### config.mk
export PLATFORM = sky130hd
export DESIGN_NAME = accel_fifo_port
export DESIGN_NICKNAME = d
export VERILOG_FILES = /design/src/rtl/accel_fifo_port.sv
export SDC_FILE = /design/constraint.sdc
export NUM_CORES = 2
export LEC_CHECK = 0
export BUFFER_PORTS_ARGS = -buffer_cell sky130_fd_sc_hd__buf_2
export CAP_MARGIN = 30
export CORE_MARGIN = 2
export CORE_UTILIZATION = 44
export CTS_CLUSTER_SIZE = 24
export DETAILED_ROUTE_END_ITERATION = 7
export PLACE_DENSITY = 0.64
export SLEW_MARGIN = 40
export SYNTH_ARGS = -nofsm -noshare
export SYNTH_HDL_FRONTEND = slang
export SYNTH_SLANG_ARGS = --single-unit
export TNS_END_PERCENT = 5
### constraint.sdc
create_clock -name clk -period 15.8 [get_ports clk]
set_clock_uncertainty 0.2 [all_clocks]
set_input_delay 2.37 -clock clk [delete_from_list [all_inputs] [get_ports clk]]
set_output_delay 2.37 -clock clk [all_outputs]
set_load 0.03 [all_outputs]
### src/rtl/accel_fifo_port.sv
// Accelerator-side endpoint of the router data bus: one to-accelerator
// FIFO (router pushes, core pops) and one from-accelerator FIFO (core
// pushes, router pops).  Each FIFO has registered flags and count, a
// registered 1-cycle-latency read port, and reports dropped pushes and
// missed pops so the top level can keep the sticky error bits.

module accel_fifo_port_fifo #(
    parameter int DATA_WIDTH = 128,
    parameter int DEPTH      = 8,
    parameter int ADDR_WIDTH = 3
) (
    input  logic                  clk,
    input  logic                  reset,
    input  logic                  push_i,
    input  logic [DATA_WIDTH-1:0] push_data_i,
    input  logic                  pop_i,
    output logic [DATA_WIDTH-1:0] pop_data_o,
    output logic                  pop_valid_o,
    output logic                  empty_o,
    output logic                  full_o,
    output logic [ADDR_WIDTH:0]   count_o,
    output logic                  push_drop_o,
    output logic                  pop_miss_o
);

    localparam int CNT_W = ADDR_WIDTH + 1;
    localparam logic [CNT_W-1:0]      CNT_FULL = CNT_W'(DEPTH);
    localparam logic [CNT_W-1:0]      CNT_ZERO = {CNT_W{1'b0}};
    localparam logic [CNT_W-1:0]      CNT_ONE  = {{(CNT_W-1){1'b0}}, 1'b1};
    localparam logic [ADDR_WIDTH-1:0] PTR_ZERO = {ADDR_WIDTH{1'b0}};
    localparam logic [ADDR_WIDTH-1:0] PTR_ONE  = {{(ADDR_WIDTH-1){1'b0}}, 1'b1};

    logic [DATA_WIDTH-1:0] mem_q [DEPTH];

    logic [ADDR_WIDTH-1:0] wr_ptr_q, wr_ptr_d;
    logic [ADDR_WIDTH-1:0] rd_ptr_q, rd_ptr_d;
    logic [CNT_W-1:0]      count_q, count_d;
    logic [DATA_WIDTH-1:0] data_q, data_d;
    logic                  valid_q, valid_d;
    logic                  empty_q, empty_d;
    logic                  full_q, full_d;
    logic                  push_ok_s;
    logic                  pop_ok_s;

    // Decide which requests succeed (based on pre-update count) and compute next state.
    always_comb begin
        push_ok_s = push_i && (count_q != CNT_FULL);
        pop_ok_s  = pop_i && (count_q != CNT_ZERO);
        wr_ptr_d  = wr_ptr_q;
        rd_ptr_d  = rd_ptr_q;
        count_d   = count_q;
        data_d    = data_q;
        valid_d   = 1'b0;

        if (push_ok_s) begin
            wr_ptr_d = wr_ptr_q + PTR_ONE;
        end else begin
            wr_ptr_d = wr_ptr_q;
        end

        if (pop_ok_s) begin
            rd_ptr_d = rd_ptr_q + PTR_ONE;
            data_d   = mem_q[rd_ptr_q];
            valid_d  = 1'b1;
        end else begin
            rd_ptr_d = rd_ptr_q;
            data_d   = data_q;
            valid_d  = 1'b0;
        end

        case ({push_ok_s, pop_ok_s})
            2'b10:   count_d = count_q + CNT_ONE;
            2'b01:   count_d = count_q - CNT_ONE;
            default: count_d = count_q;
        endcase

        empty_d = (count_d == CNT_ZERO);
        full_d  = (count_d == CNT_FULL);
    end

    // State registers: pointers, count, flags and the read output register.
    always_ff @(posedge clk) begin
        if (!reset) begin
            wr_ptr_q <= PTR_ZERO;
            rd_ptr_q <= PTR_ZERO;
            count_q  <= CNT_ZERO;
            data_q   <= {DATA_WIDTH{1'b0}};
            valid_q  <= 1'b0;
            empty_q  <= 1'b1;
            full_q   <= 1'b0;
        end else begin
            wr_ptr_q <= wr_ptr_d;
            rd_ptr_q <= rd_ptr_d;
            count_q  <= count_d;
            data_q   <= data_d;
            valid_q  <= valid_d;
            empty_q  <= empty_d;
            full_q   <= full_d;
        end
    end

    // Storage array; a push during reset is ignored so nothing is written.
    always_ff @(posedge clk) begin
        if (reset && push_ok_s) begin
            mem_q[wr_ptr_q] <= push_data_i;
        end
    end

    assign pop_data_o  = data_q;
    assign pop_valid_o = valid_q;
    assign empty_o     = empty_q;
    assign full_o      = full_q;
    assign count_o     = count_q;
    assign push_drop_o = push_i && (count_q == CNT_FULL);
    assign pop_miss_o  = pop_i && (count_q == CNT_ZERO);

endmodule

module accel_fifo_port #(
    parameter int DATA_WIDTH = 128,
    parameter int DEPTH      = 8,
    parameter int ADDR_WIDTH = 3
) (
    input  logic                  clk,
    input  logic                  reset,
    input  logic                  put_req,
    input  logic [DATA_WIDTH-1:0] router_data_in,
    input  logic                  get_req,
    output logic [DATA_WIDTH-1:0] router_data_out,
    output logic                  router_data_valid,
    input  logic                  acc_pop,
    output logic [DATA_WIDTH-1:0] acc_data_out,
    output logic                  acc_data_valid,
    input  logic                  acc_push,
    input  logic [DATA_WIDTH-1:0] acc_data_in,
    output logic                  to_empty,
    output logic                  to_full,
    output logic                  from_empty,
    output logic                  from_full,
    output logic [ADDR_WIDTH:0]   to_count,
    output logic [ADDR_WIDTH:0]   from_count,
    output logic                  overflow,
    output logic                  underflow
);

    logic to_drop_s, to_miss_s;
    logic from_drop_s, from_miss_s;
    logic overflow_q, overflow_d;
    logic underflow_q, underflow_d;

    // Router -> accelerator direction.
    accel_fifo_port_fifo #(
        .DATA_WIDTH(DATA_WIDTH), .DEPTH(DEPTH), .ADDR_WIDTH(ADDR_WIDTH)
    ) u_to_fifo (
        .clk(clk), .reset(reset),
        .push_i(put_req), .push_data_i(router_data_in),
        .pop_i(acc_pop), .pop_data_o(acc_data_out), .pop_valid_o(acc_data_valid),
        .empty_o(to_empty), .full_o(to_full), .count_o(to_count),
        .push_drop_o(to_drop_s), .pop_miss_o(to_miss_s)
    );

    // Accelerator -> router direction.
    accel_fifo_port_fifo #(
        .DATA_WIDTH(DATA_WIDTH), .DEPTH(DEPTH), .ADDR_WIDTH(ADDR_WIDTH)
    ) u_from_fifo (
        .clk(clk), .reset(reset),
        .push_i(acc_push), .push_data_i(acc_data_in),
        .pop_i(get_req), .pop_data_o(router_data_out), .pop_valid_o(router_data_valid),
        .empty_o(from_empty), .full_o(from_full), .count_o(from_count),
        .push_drop_o(from_drop_s), .pop_miss_o(from_miss_s)
    );

    // Accumulate error events from both FIFOs into the sticky bits.
    always_comb begin
        overflow_d  = overflow_q | to_drop_s | from_drop_s;
        underflow_d = underflow_q | to_miss_s | from_miss_s;
    end

    // Sticky error registers, cleared only by reset.
    always_ff @(posedge clk) begin
        if (!reset) begin
            overflow_q  <= 1'b0;
            underflow_q <= 1'b0;
        end else begin
            overflow_q  <= overflow_d;
            underflow_q <= underflow_d;
        end
    end

    assign overflow  = overflow_q;
    assign underflow = underflow_q;

endmodule

# After elaboration in Yosys (flattened, before gate mapping)
# Memory sizes are Yosys's and may differ from the RTL's. A register that Yosys moved wholly into a read port is not among the register bits.
# Cells that the tools add are included.
[op_classes]
n_reduce_logical = 18
n_addsub = 8
eq_ne = 10
n_mux = 8
n_bitwise = 4
[ops]
columns = ["operator", "count"]
rows = [
  ["$eq A4 B4 Y1 const B", 4],
  ["$logic_not A4 Y1", 4],
  ["$pmux W4 S2", 2],
  ["$add A3 B1 Y3 const B", 4],
  ["$logic_and A1 B1 Y1", 10],
  ["$add A4 B1 Y4 const B", 2],
  ["$ne A4 B4 Y1 const B", 2],
  ["$reduce_bool A4 Y1", 2],
  ["$sub A4 B1 Y4 const B", 2],
  ["$mux W1", 6],
  ["$eq A2 B1 Y1 const B", 2],
  ["$eq A2 B2 Y1 const B", 2],
  ["$or A1 B1 Y1", 4],
  ["$logic_not A1 Y1", 2],
]
[word_totals]
ram_bits = 2048
reg_bits = 28
wordCells = 64
out_inout_bits = 272
inputBits = 262
mem_count = 2
[mem_list]
columns = ["memory", "words", "width", "rd", "rd_clocked_by_memory_dff", "write_ports", "line_no", "text"]
rows = [
  ["u_from_fifo.mem_q", 8, 128, 1, 1, 1, "33", "logic [DATA_WIDTH-1:0] mem_q [DEPTH];"],
  ["u_to_fifo.mem_q", 8, 128, 1, 1, 1, "33", ""],
]

# Depth between registers and ports, before layout
[logic_depth]
depth_word = 5
ltp_mapped = 11
mapped_depth_nobuf = 9

# Hierarchy
# Synthesis repeated with hierarchy kept, for this count alone.
[unflattened]
cells_unflattened = 4002
area_unflattened_um2 = 86167.6
[modules_own_cells]
columns = ["mod", "n_inst", "area_per_inst_um2", "seq_area_each_um2", "cells_per_inst"]
rows = [
  ["accel_fifo_port_fifo", 2, 43055.0, 33572.2, 1999],
  ["accel_fifo_port", 1, 57.6, 40.0, 4],
]

# Least setup slack after synthesis
# OpenSTA, ideal clock, no wires.
[synth_path]
path_kind = "input to register"
from = "input acc_push"
to = "memory u_from_fifo.mem_q[2][0], enable pin"
n_path_buf = 1
t_required_ns = 14.671
setup_slack_ns = -0.305
path_stages = 3
t_arrival_ns = 14.976
path_cell_list = "clkbuf_1 > nand2_1 > nor4_1"
[synth_via]
elab_chain_len = 4
[synth_lines]
columns = ["item", "line_no", "text"]
rows = [
  ["start, declared", "134", "input logic acc_push,"],
  ["$logic_and A1 B1 Y1", "47", "push_ok_s = push_i && (count_q != CNT_FULL);"],
  ["$logic_and A1 B1 Y1", "104", "if (reset && push_ok_s) begin"],
  ["$mux W1", "104", ""],
  ["$mux W1 (implied by the code)", "105", "mem_q[wr_ptr_q] <= push_data_i;"],
  ["end, declared", "33", ""],
]
# No other way between the ends.

# Final worst setup path
[layout_path]
from = "input reset"
to = "memory u_to_fifo.mem_q[4][56], enable pin"
[layout_via]
elab_chain_len = 3
[layout_lines]
columns = ["item", "line_no", "text"]
rows = [
  ["start, declared", "125", "input logic reset,"],
  ["$logic_and A1 B1 Y1", "104", ""],
  ["$mux W1", "104", ""],
  ["$mux W1 (implied by the code)", "105", ""],
  ["end, declared", "33", ""],
]
# No other way between the ends.

==> results.py <==
metrics = {
    "power": {
        "ir_worst_vdd_mv": 0.117,
        "p_leak_nw": 31.6,
        "p_per_area_mw_per_mm2": 166,
    },
    "worst_setup_path": {
        "setup.worst_path.class": "in2reg",
        "cpPeakStageDelay_ns": 0.71,
        "reg2reg_slack_ns": 11.42,
        "critPathMaxFanout": 102,
        "end_kind": "flop",
        "worst-path-buf-inv": 5,
        "worstPathArrival_ns": 5.69,
        "r2r-start": "u_to_fifo.count_o[1]",
        "crit_family": "buffers and inverters",
        "path_common_cell": "buf_4",
        "r2r-end": "u_to_fifo.mem_q[4][56]",
        "reg2regPathDepth": 8,
        "startpoint_type": "input port",
        "worstPathRequired_ns": 16.07,
        "path_cells": "buf_2, inv_8, or3_1, nor2_4, buf_4, buf_6, buf_4",
        "critPathSlowestCell": "buf_4",
    },
    "floorplanning": {
        "dieArea_sq_mm": 0.199,
        "rows": 162,
        "core_sq_mm": 0.195,
        "dieWidth_um": 446,
        "die_h_um": 446,
        "start_util": 0.442,
        "ioPinCount": 534,
    },
    "sta": {
        "fin_crit_sh": 0.343,
        "max_slew_margin": 0.439,
        "maxClockFrequency_ghz": 0.185,
        "worst_pin_slew_ns": 0.842,
        "setup-violations-final": 0,
        "rsz0062_at_grt": "false",
        "hold_viol": 0,
        "finalCriticalPeriod_ns": 5.42,
        "slew_violations": 0,
        "whs_ns": 0.294,
    },
    "layout": {
        "final_cell_area_sq_mm": 0.0998,
        "layout_common_cells": "edfxtp_1 (2,048), buf_2 (533), mux4_2 (512)",
        "nFillCells": 15400,
        "syn_to_final_growth_pct": 15.9,
        "final_nets": 4875,
        "drive_gt1_frac": 0.310,
        "layout_commonest_cell": "edfxtp_1",
    },
    "clock_tree": {
        "cts_hold_buf": 0,
        "cts.path.max_buffers": 3,
        "cts_root_buf": "clkbuf_16",
        "path_clk_slew_ns": 0.06,
        "htreeDepth": 4,
        "cts_resized": 0,
        "tritoncts": "built",
        "post_cts_buffers": 0,
        "clock_latency_ns": 0.88,
        "cts_made_buffers": 226,
        "cts_sinks": 2332,
    },
    "run_status": {
        "status": "finished, final reports clean",
    },
    "route": {
        "vias": 40400,
        "post-route-drc-count": 0,
        "dr.pass1.iters": 7,
        "routed_wl_um": 185000,
        "via_per_inst": 5.41,
        "drtIter0Drc": 2802,
        "avgRoutedWirePerCell_um": 24.8,
        "drtAntennaViolNets": 0,
    },
    "global_route": {
        "grtUsageTotal": 0.185,
        "grt_pass1_vias": 41200,
        "antenna_found_initial": 90,
        "grt_overflow_total": 0,
        "grt_start_max_net_pins": 129,
        "grt_pass1_wl_um": 273000,
    },
    "placed_design": {
        "placed_area_sq_mm": 0.0920,
        "gp_congestion": 0.746,
        "hpwl_um": 105000,
        "port_buffers": 533,
    },
    "min_path": {
        "whs_path_depth": 2,
        "hp-class": "reg2reg",
        "hold_end": "u_from_fifo.pop_data_o[97]",
        "min_from": "u_from_fifo.pop_data_o[97]",
    },
    "synth": {
        "synthCells": 4000,
        "synthXorXnorAreaFrac": 0.00163,
        "yosysSeqAreaShare": 0.780,
        "yosys.area_share.simple": 0.0161,
        "avgSynthCellArea_sq_um": 21.5,
        "syn-num-nets": 4270,
        "ys_types": 40,
        "synthesis.area_sq_mm": 0.0861,
        "ys_seq_elements": 2332,
        "synthAdderAreaFrac": 0.00116,
        "synth_top_family_by_area": "multiplexers",
        "synth_compound_area_frac": 0.0246,
        "synth_warnings": 0,
        "synthMuxAreaShare": 0.164,
    },
    "run": {
        "max_cap_viol_count": 0,
    },
}
==> how the worst max path moves through the flow <==
stage,startpoint,endpoint,slack (ns),depth (start not counted)
3_5_place_dp,reset,u_to_fifo.mem_q[0][63],9.26,8
6_report,reset,u_to_fifo.mem_q[4][56],10.38,7
3_3_place_gp,reset,u_to_fifo.mem_q[4][11],9.21,7
5_1_grt,reset,u_to_fifo.mem_q[4][56],10.19,7
4_1_cts,reset,u_to_fifo.mem_q[0][63],10.15,8
2_1_floorplan,acc_push,u_from_fifo.mem_q[2][0],-0.31,3
==> worst reg2reg max path, delay by kind of cell, from the launching register on <==
family / cells / cell delay [ns]
buffers and inverters: 4 / 2.01
DFF: 1 / 0.58
and+or+nand+nor: 4 / 1.11
==> cells by family (layout without fill, tap and decap cells) <==
family,count (synthesis),count (layout)
XOR/XNOR,16,16
multiplexers,773,773
other,0,27
buffers and inverters,250,1059
AND/OR/NAND/NOR,341,341
adder cells (fa/ha/maj),8,8
AO/OA/AOI/OAI,280,280
flip-flops,2332,2332
==> layout make-up <==
| cell class | count | area [sq um] | area share |
|---|---|---|---|
| clock inverter | 102 | 1230 | 0.0124 |
| timing repair buffer | 619 | 3590 | 0.0360 |
| antenna | 27 | 67.6 | 0.000677 |
| sequential | 2332 | 67200 | 0.673 |
| inverter | 8 | 52.6 | 0.000526 |
| clock buffer | 330 | 6400 | 0.0641 |
| multi-input combinational | 1418 | 18000 | 0.180 |
| tap | 2624 | 3280 | 0.0329 |
==> through the flow <==
| stage | instances | setup slack, ns | TNS (ns) | utilization | power (mW) |
|---|---|---|---|---|---|
| 2_1_floorplan | 4000 | -0.305 | -78.06 | - | 10.4 |
| 3_3_place_gp | 6993 | 9.21 | 0 | 0.471 | 11.3 |
| 3_5_place_dp | 6997 | 9.26 | 0 | 0.472 | 11.4 |
| 4_1_cts | 7429 | 10.15 | 0 | 0.512 | 16.8 |
| 5_1_grt | 7449 | 10.19 | 0 | 0.512 | 17.3 |
| 6_report | 7460 | 10.38 | 0 | 0.513 | 16.6 |
==> flip-flops by register name, indices dropped and copies added (netlist names), 4 cells and up <==
name,cells
u_from_fifo.count_o,4
u_from_fifo.mem_q,1024
u_from_fifo.pop_data_o,128
u_to_fifo.count_o,4
u_to_fifo.mem_q,1024
u_to_fifo.pop_data_o,128
==> Yosys cell counts <==
cell type  instances  area [sq um]
o41ai_4            2          55.1
a21oi_2            1          8.76
nand4b_1           1          8.76
or4b_1             2          20.0
buf_4              3          22.5
inv_1              6          22.5
or3_1              2          12.5
xor2_1            11          96.3
and4b_1            2          20.0
nand2_1           16          60.1
a31oi_1            2          12.5
buf_2             84           420
a211oi_1         256          1920
mux4_2           512         11500
a21oi_1           10          50.1
dfxtp_1          284          5690
and3_1             2          12.5
mux2i_1          261          2610
a22oi_1            1          7.51
nand2b_1           5          31.3
nor2b_1            6          37.5
buf_6              1          11.3
o22a_1             1          8.76
xnor2_1            5          43.8
nor2_1           285          1070
nor4bb_1           2          20.0
clkbuf_1         132           495
and2_1             2          12.5
edfxtp_1        2048         61500
nor4_1             4          25.0
o22ai_1            2          12.5
a21oi_4            1          16.3
a31o_1             1          8.76
o31ai_1            1          7.51
nor3_1             7          35.0
nand3_1            5          25.0
inv_2              2          7.51
buf_1             22          82.6
o21ai_0            2          10.0
ha_1               8           100
==> per-layer routing <==
layer / vias to the layer above / wire length, um / GRT usage
met4: 64 / 5080 / 0.0571
met5: - / 408 / 0
li1: 17800 / - / -
met2: 1039 / 94800 / 0.318
met3: 392 / 11700 / 0.0452
met1: 21100 / 73400 / 0.233
==> where the power goes <==
group	switching, mW	internal [mW]	leakage, nW
sequential	0.316	7.20	20.8
combinational	2.19	1.48	7.03
clock	2.28	3.12	3.68
total	4.79	11.8	31.6
(Power assumes the default switching activity.)
